===== src/rtl/sdram_cmd_sequencer.sv =====
// Host-side PRECHARGE -> ACTIVATE -> READ/WRITE sequencer for the sdram_controls command port.
// Optional macro OPEN_ROW_EN: remember the last activated row and skip PRE/ACT on a row hit.
module sdram_cmd_sequencer #(
   parameter int CNT_W = 8
) (
   input  logic             Clk,
   input  logic             Rst,
   input  logic             ReqValid,
   output logic             ReqReady,
   input  logic             ReqWe,
   input  logic [31:0]      ReqAddr,
   input  logic [1:0]       ReqSize,
   input  logic [CNT_W-1:0] tpre,
   input  logic [CNT_W-1:0] tcas,
   input  logic [3:0]       tlat,
   input  logic [CNT_W-1:0] tburst,
   input  logic [CNT_W-1:0] twait,
   output logic             CS,
   output logic             RAS,
   output logic             CAS,
   output logic             WeOut,
   output logic [31:0]      AddrOut,
   output logic [1:0]       SizeOut,
   output logic             Busy,
   output logic             Done
);

   typedef enum logic [3:0] {
      S_IDLE, S_PRE, S_PRE_W, S_ACT, S_ACT_W, S_RW, S_DATA, S_REC, S_DONE
   } state_t;

   localparam logic [3:0]       CMD_NOP = 4'b1111;
   localparam logic [3:0]       CMD_PRE = 4'b0010;
   localparam logic [3:0]       CMD_ACT = 4'b0011;
   localparam logic [3:0]       CMD_WR  = 4'b0100;
   localparam logic [3:0]       CMD_RD  = 4'b0101;
   localparam logic [CNT_W-1:0] ONE     = CNT_W'(1);

   state_t           state_q, state_d;
   logic [CNT_W-1:0] cnt_q, cnt_d;
   logic [3:0]       cmd_d;
   logic [31:0]      addr_d;
   logic [1:0]       size_d;
   logic             done_d, busy_d, ready_d;

   // request fields captured at accept
   logic             we_q;
   logic [7:0]       row_q, col_q;
   logic [1:0]       size_q;
   logic [CNT_W-1:0] tpre_q, tcas_q, tburst_q, twait_q;
   logic [3:0]       tlat_q;

   logic             accept, row_hit;
   logic [3:0]       lat_m1;
   logic [CNT_W-1:0] burst_m1, rw_load;
   logic [CNT_W:0]   rw_sum;
   logic             unused_addr_hi;

   assign unused_addr_hi = ^ReqAddr[31:16];
   assign accept         = (state_q == S_IDLE) && ReqValid && ReqReady;

   // Each term of the post-command count saturates at 0; the widened sum saturates at all-ones.
   assign lat_m1   = (!we_q && tlat_q != 4'd0) ? tlat_q - 4'd1 : 4'd0;
   assign burst_m1 = (tburst_q != '0) ? tburst_q - ONE : '0;
   assign rw_sum   = {{(CNT_W-3){1'b0}}, lat_m1} + {1'b0, burst_m1};
   assign rw_load  = rw_sum[CNT_W] ? '1 : rw_sum[CNT_W-1:0];

`ifdef OPEN_ROW_EN
   logic [7:0] open_row_q;
   logic       open_valid_q;

   assign row_hit = open_valid_q && (ReqAddr[15:8] == open_row_q);

   always_ff @(posedge Clk) begin
      if (Rst) begin
         open_row_q   <= 8'h00;
         open_valid_q <= 1'b0;
      end else if (state_q == S_ACT) begin
         open_row_q   <= row_q;
         open_valid_q <= 1'b1;
      end
   end
`else
   assign row_hit = 1'b0;
`endif

   always_comb begin
      // NOTE: every variable gets a default before the case so no path infers a latch.
      state_d = state_q;
      cnt_d   = cnt_q;
      cmd_d   = CMD_NOP;
      addr_d  = AddrOut;
      size_d  = SizeOut;
      done_d  = 1'b0;
      busy_d  = (state_q != S_IDLE);
      ready_d = (state_q == S_IDLE) && !accept;
      unique case (state_q)
         S_IDLE:  if (accept) state_d = row_hit ? S_RW : S_PRE;
         S_PRE: begin
            cmd_d   = CMD_PRE;
            cnt_d   = tpre_q;
            state_d = (tpre_q == '0) ? S_ACT : S_PRE_W;
         end
         S_PRE_W: if (cnt_q > ONE) cnt_d = cnt_q - ONE; else state_d = S_ACT;
         S_ACT: begin
            cmd_d   = CMD_ACT;
            addr_d  = {24'h0, row_q};
            cnt_d   = tcas_q;
            state_d = (tcas_q == '0) ? S_RW : S_ACT_W;
         end
         S_ACT_W: if (cnt_q > ONE) cnt_d = cnt_q - ONE; else state_d = S_RW;
         S_RW: begin
            cmd_d  = we_q ? CMD_WR : CMD_RD;
            addr_d = {24'h0, col_q};
            size_d = size_q;
            if (rw_load != '0) begin
               cnt_d   = rw_load;
               state_d = S_DATA;
            end else if (twait_q != '0) begin
               cnt_d   = twait_q;
               state_d = S_REC;
            end else begin
               state_d = S_DONE;
            end
         end
         S_DATA: begin
            if (cnt_q > ONE) begin
               cnt_d = cnt_q - ONE;
            end else if (twait_q != '0) begin
               cnt_d   = twait_q;
               state_d = S_REC;
            end else begin
               state_d = S_DONE;
            end
         end
         S_REC:   if (cnt_q > ONE) cnt_d = cnt_q - ONE; else state_d = S_DONE;
         S_DONE: begin
            done_d  = 1'b1;
            state_d = S_IDLE;
         end
         default: state_d = S_IDLE;
      endcase
   end

   // NOTE: sequential state uses non-blocking assignments so every register samples pre-edge values.
   always_ff @(posedge Clk) begin
      if (Rst) begin
         state_q                <= S_IDLE;
         cnt_q                  <= '0;
         {CS, RAS, CAS, WeOut}  <= CMD_NOP;
         AddrOut                <= 32'h0;
         SizeOut                <= 2'b00;
         Busy                   <= 1'b0;
         Done                   <= 1'b0;
         ReqReady               <= 1'b1;
         we_q                   <= 1'b0;
         row_q                  <= 8'h00;
         col_q                  <= 8'h00;
         size_q                 <= 2'b00;
         tpre_q                 <= '0;
         tcas_q                 <= '0;
         tlat_q                 <= 4'd0;
         tburst_q               <= '0;
         twait_q                <= '0;
      end else begin
         state_q                <= state_d;
         cnt_q                  <= cnt_d;
         {CS, RAS, CAS, WeOut}  <= cmd_d;
         AddrOut                <= addr_d;
         SizeOut                <= size_d;
         Busy                   <= busy_d;
         Done                   <= done_d;
         ReqReady               <= ready_d;
         if (accept) begin
            we_q     <= ReqWe;
            row_q    <= ReqAddr[15:8];
            col_q    <= ReqAddr[7:0];
            size_q   <= ReqSize;
            tpre_q   <= tpre;
            tcas_q   <= tcas;
            tlat_q   <= tlat;
            tburst_q <= tburst;
            twait_q  <= twait;
         end
      end
   end

endmodule


===== config.mk =====
export PLATFORM = sky130hd
export DESIGN_NAME = sdram_cmd_sequencer
export DESIGN_NICKNAME = d
export VERILOG_FILES = /design/src/rtl/sdram_cmd_sequencer.sv
export SDC_FILE = /design/constraint.sdc
export NUM_CORES = 1
export LEC_CHECK = 0
export CAP_MARGIN = 15
export CORE_MARGIN = 1
export CORE_UTILIZATION = 45
export DETAILED_ROUTE_END_ITERATION = 12
export PLACE_DENSITY_LB_ADDON = 0.08
export SLEW_MARGIN = 0
export SYNTH_ARGS = -nofsm -noshare
export SYNTH_HDL_FRONTEND = slang
export SYNTH_SLANG_ARGS = --single-unit

===== constraint.sdc =====
create_clock -name Clk -period 5 [get_ports Clk]
set_clock_uncertainty 0.2 [all_clocks]
set_input_delay 0.5 -clock Clk [delete_from_list [all_inputs] [get_ports Clk]]
set_output_delay 0.5 -clock Clk [all_outputs]
set_load 0.03 [all_outputs]

==> run summary <==
Iteration-0 DRC count of the detailed router -> 211
Clock Root Buffer -> clkbuf_8
Fraction of layout cells with a size suffix above 1 -> 6.95%
Layout area overhead -> 20.8%
Clock Pin Slew Worst Setup and Hold Paths -> 90 ps
Finished Layout Cells -> 795
Design area -> 0.00553 sq mm
Ys flop type -> dfxtp_1
Comb pwr share -> 50.5%
# rows -> 36
Syn Std Cell Area -> 0.00458 sq mm
Rel. slew slack -> 27.3%
Antenna violations before repair -> 0
Startpoint Class -> flop
Net Sw Power -> 1380 uW
Maximum clock frequency -> 217 MHz
Flop pwr share -> 32.0%
Maximum VDD drop -> 0.000231 V
Hold crit path type -> reg -> reg
Max-Cap Viols -> 0
Register area share after synthesis -> 36.7%
Routed via count -> 4347
Post-Syn Instances -> 601
Clock latency on the worst-skew pair -> 370 ps
Crit share post-route -> 92.1%
Reg-to-reg critical path endpoint -> cnt_q[5]
P_int -> 1680 uW
Endpoints failing setup -> 0
Storage cell area -> 0.00168 sq mm
Core area -> 0.00982 sq mm
Commonest non-fill, non-tap cell in the layout -> nand2_1
CTS sink count -> 84
CP Capture Type -> flop
EDFF count, synth -> 0
PnR worst setup slack -> 393 ps
CTS Hold Bufs -> 0
Clock share of power -> 17.5%
CTS tree -> yes
Sw frac -> 45.1%
Final nets -> 741
Fin. max-slew vios -> 0
Multi-input logic area -> 0.00262 sq mm
Post-place setup slack -> 407 ps
Gr usage total -> 24.2%
CP Class -> reg -> reg
Most frequent cells in the layout -> nand2_1, dfxtp_1, a21oi_1
Most frequent CP cell -> ha_1
RSZ-0062 raised after global routing -> false
Asr flop ratio synth -> 0%
WHS -> 259 ps
CP peak stage delay -> 700 ps
Post-Syn Area per Cell -> 7.62 sq um
Routed Antenna Nets -> 0
Die Y -> 103 microns
Gpl congestion -> 0.880
Pwr Density -> 553 mW/mm^2
Synth cell types -> 72
Origin of the worst setup path -> tburst_q[0]
H-tree levels -> 3
Hold Fails Final Rpt -> 0
Fin Setup TNS -> 0 ps
# DRC -> 0
Worst reg2reg path depth -> 13
Max Root-Sink Buffers -> 2
CP cell instances -> inv_1 -> ha_1 -> or4b_4 -> nor4_1 -> nor2_1 -> ha_1 -> fa_1 -> a21o_1 -> a21oi_1 -> a221oi_1 -> or4_1 -> or3_1 -> a221oi_2
Worst R2R Setup Slack -> 390 ps
WP depth -> 13
Yosys reg bits -> 84
I/O pins -> 115
Vias/cell -> 5.47
Post CTS Setup Buffer Count -> 0
Initial core utilization -> 46.6%
DP HPWL -> 8.62 mm
Worst endpoint required time -> 5080 ps
First-pass GRT wire length -> 19.6 mm
Yosys warns -> 0
Worst slew pin tran -> 1080 ps
Die X -> 103 microns
Wirelength per Cell -> 15.4 microns
ANT cells -> 0
CP max stage cell -> or4_1
DP Cell Count -> 779
CP endpoint -> cnt_q[5]
# fillers -> 969
Full die area -> 0.0106 sq mm
Placed Area -> 0.00531 sq mm
Top delay family on crit path -> simple AND/OR/NAND/NOR gates
Worst EP arrival -> 4690 ps
Buf+Inv Stages, Crit Path -> 1
Final wirelength -> 12.3 mm
R2R Path Start -> tburst_q[0]
Pre-antenna DRT Iters -> 5
Tmin final -> 4610 ps
LEAKAGE -> 0.00204 uW
Status -> complete, no violations
IO buf count -> 74
Post-CTS sizing -> 0
Largest net degree at the start of global routing -> 56
CP max FO -> 7
Gr ovfl total -> 0
Vias in the first global route -> 3922
Num CTS Buffers -> 9
worst min-delay path by stage:
stage,start,to,slack [ps],cells after the start
floorplan,size_q[0],SizeOut[0],230,2
global placement,size_q[0],SizeOut[0],240,2
detailed placement,size_q[0],size_q[0],250,2
CTS,size_q[0],size_q[0],260,2
global route,row_q[5],row_q[5],280,2
finish,row_q[5],row_q[5],260,2
per-layer routing:
| metal | track usage, % | routed length, microns | share of wire, % | vias up |
|---|---|---|---|---|
| met5 | 0 | 0 | 0 | - |
| met4 | 9.97 | 312 | 2.5 | 0 |
| met3 | 5.49 | 714 | 5.8 | 27 |
| met2 | 37.9 | 5500 | 45 | 158 |
| met1 | 32.1 | 5730 | 47 | 1999 |
| li1 | - | - | - | 2163 |
power groups by stage:
stage / clock network, uW / registers (uW) / logic [uW]
6_report: 534 / 979 / 1540
5_1_grt: 579 / 999 / 1710
4_1_cts: 542 / 971 / 1540
3_5_place_dp: 0 / 986 / 1530
3_3_place_gp: 0 / 982 / 1510
2_1_floorplan: 0 / 929 / 1230
synth_stat cells, types with 3 or more instances:
library cell | instances | area (sq um)
dfxtp_1 | 84 | 1680
a211oi_1 | 9 | 67.6
xnor2_1 | 5 | 43.8
inv_1 | 14 | 52.6
a221oi_1 | 4 | 35.0
o211ai_1 | 4 | 30.0
nor2b_1 | 3 | 18.8
nand3_1 | 7 | 35.0
a31oi_1 | 6 | 37.5
nor4_1 | 10 | 62.6
o21ai_0 | 18 | 90.1
xor2_1 | 6 | 52.6
clkbuf_1 | 27 | 101
buf_4 | 26 | 195
nor3_1 | 16 | 80.1
o21ai_1 | 3 | 15.0
nor2_1 | 41 | 154
nand2_1 | 145 | 544
nand2b_1 | 4 | 25.0
mux2i_1 | 8 | 80.1
or3_1 | 7 | 43.8
a21oi_1 | 78 | 390
ha_1 | 9 | 113
or4_1 | 4 | 30.0
cell type report:
type	instances	area share, %
clock inverter	5	1.22
timing repair buffer	79	14.2
inverter	14	0.951
clock buffer	11	2.74
multi-input combinational	469	47.4
tap	133	3.01
sequential	84	30.4
through the flow:
step	util (%)	power, uW
final	56.3	3060
after global routing	56.3	3290
after CTS	56.3	3050
after detailed placement	54.1	2510
after global placement	54.1	2490
after floorplan	-	2160
state kept, by name (all words and copies together), names as in the netlist, 8 cells and up:
name	cells
AddrOut	8
cnt_q	8
col_q	8
row_q	8
tburst_q	8
tcas_q	8
tpre_q	8
twait_q	8
worst min-delay path: stages (launching register included):
cell and delay (ps):
dfxtp_1 320, nand2_1 50, a21oi_1 50
kinds of logic after synthesis:
group	share of synthesized area (%)
compound gates	21.4
xor+xnor	2.10
fa+ha+maj	3.36
buf+inv	8.17
flops	36.7
mux	2.24
other cells	0.0819
simple gates	25.9
No activity file was read; power rests on OpenSTA's default activity.
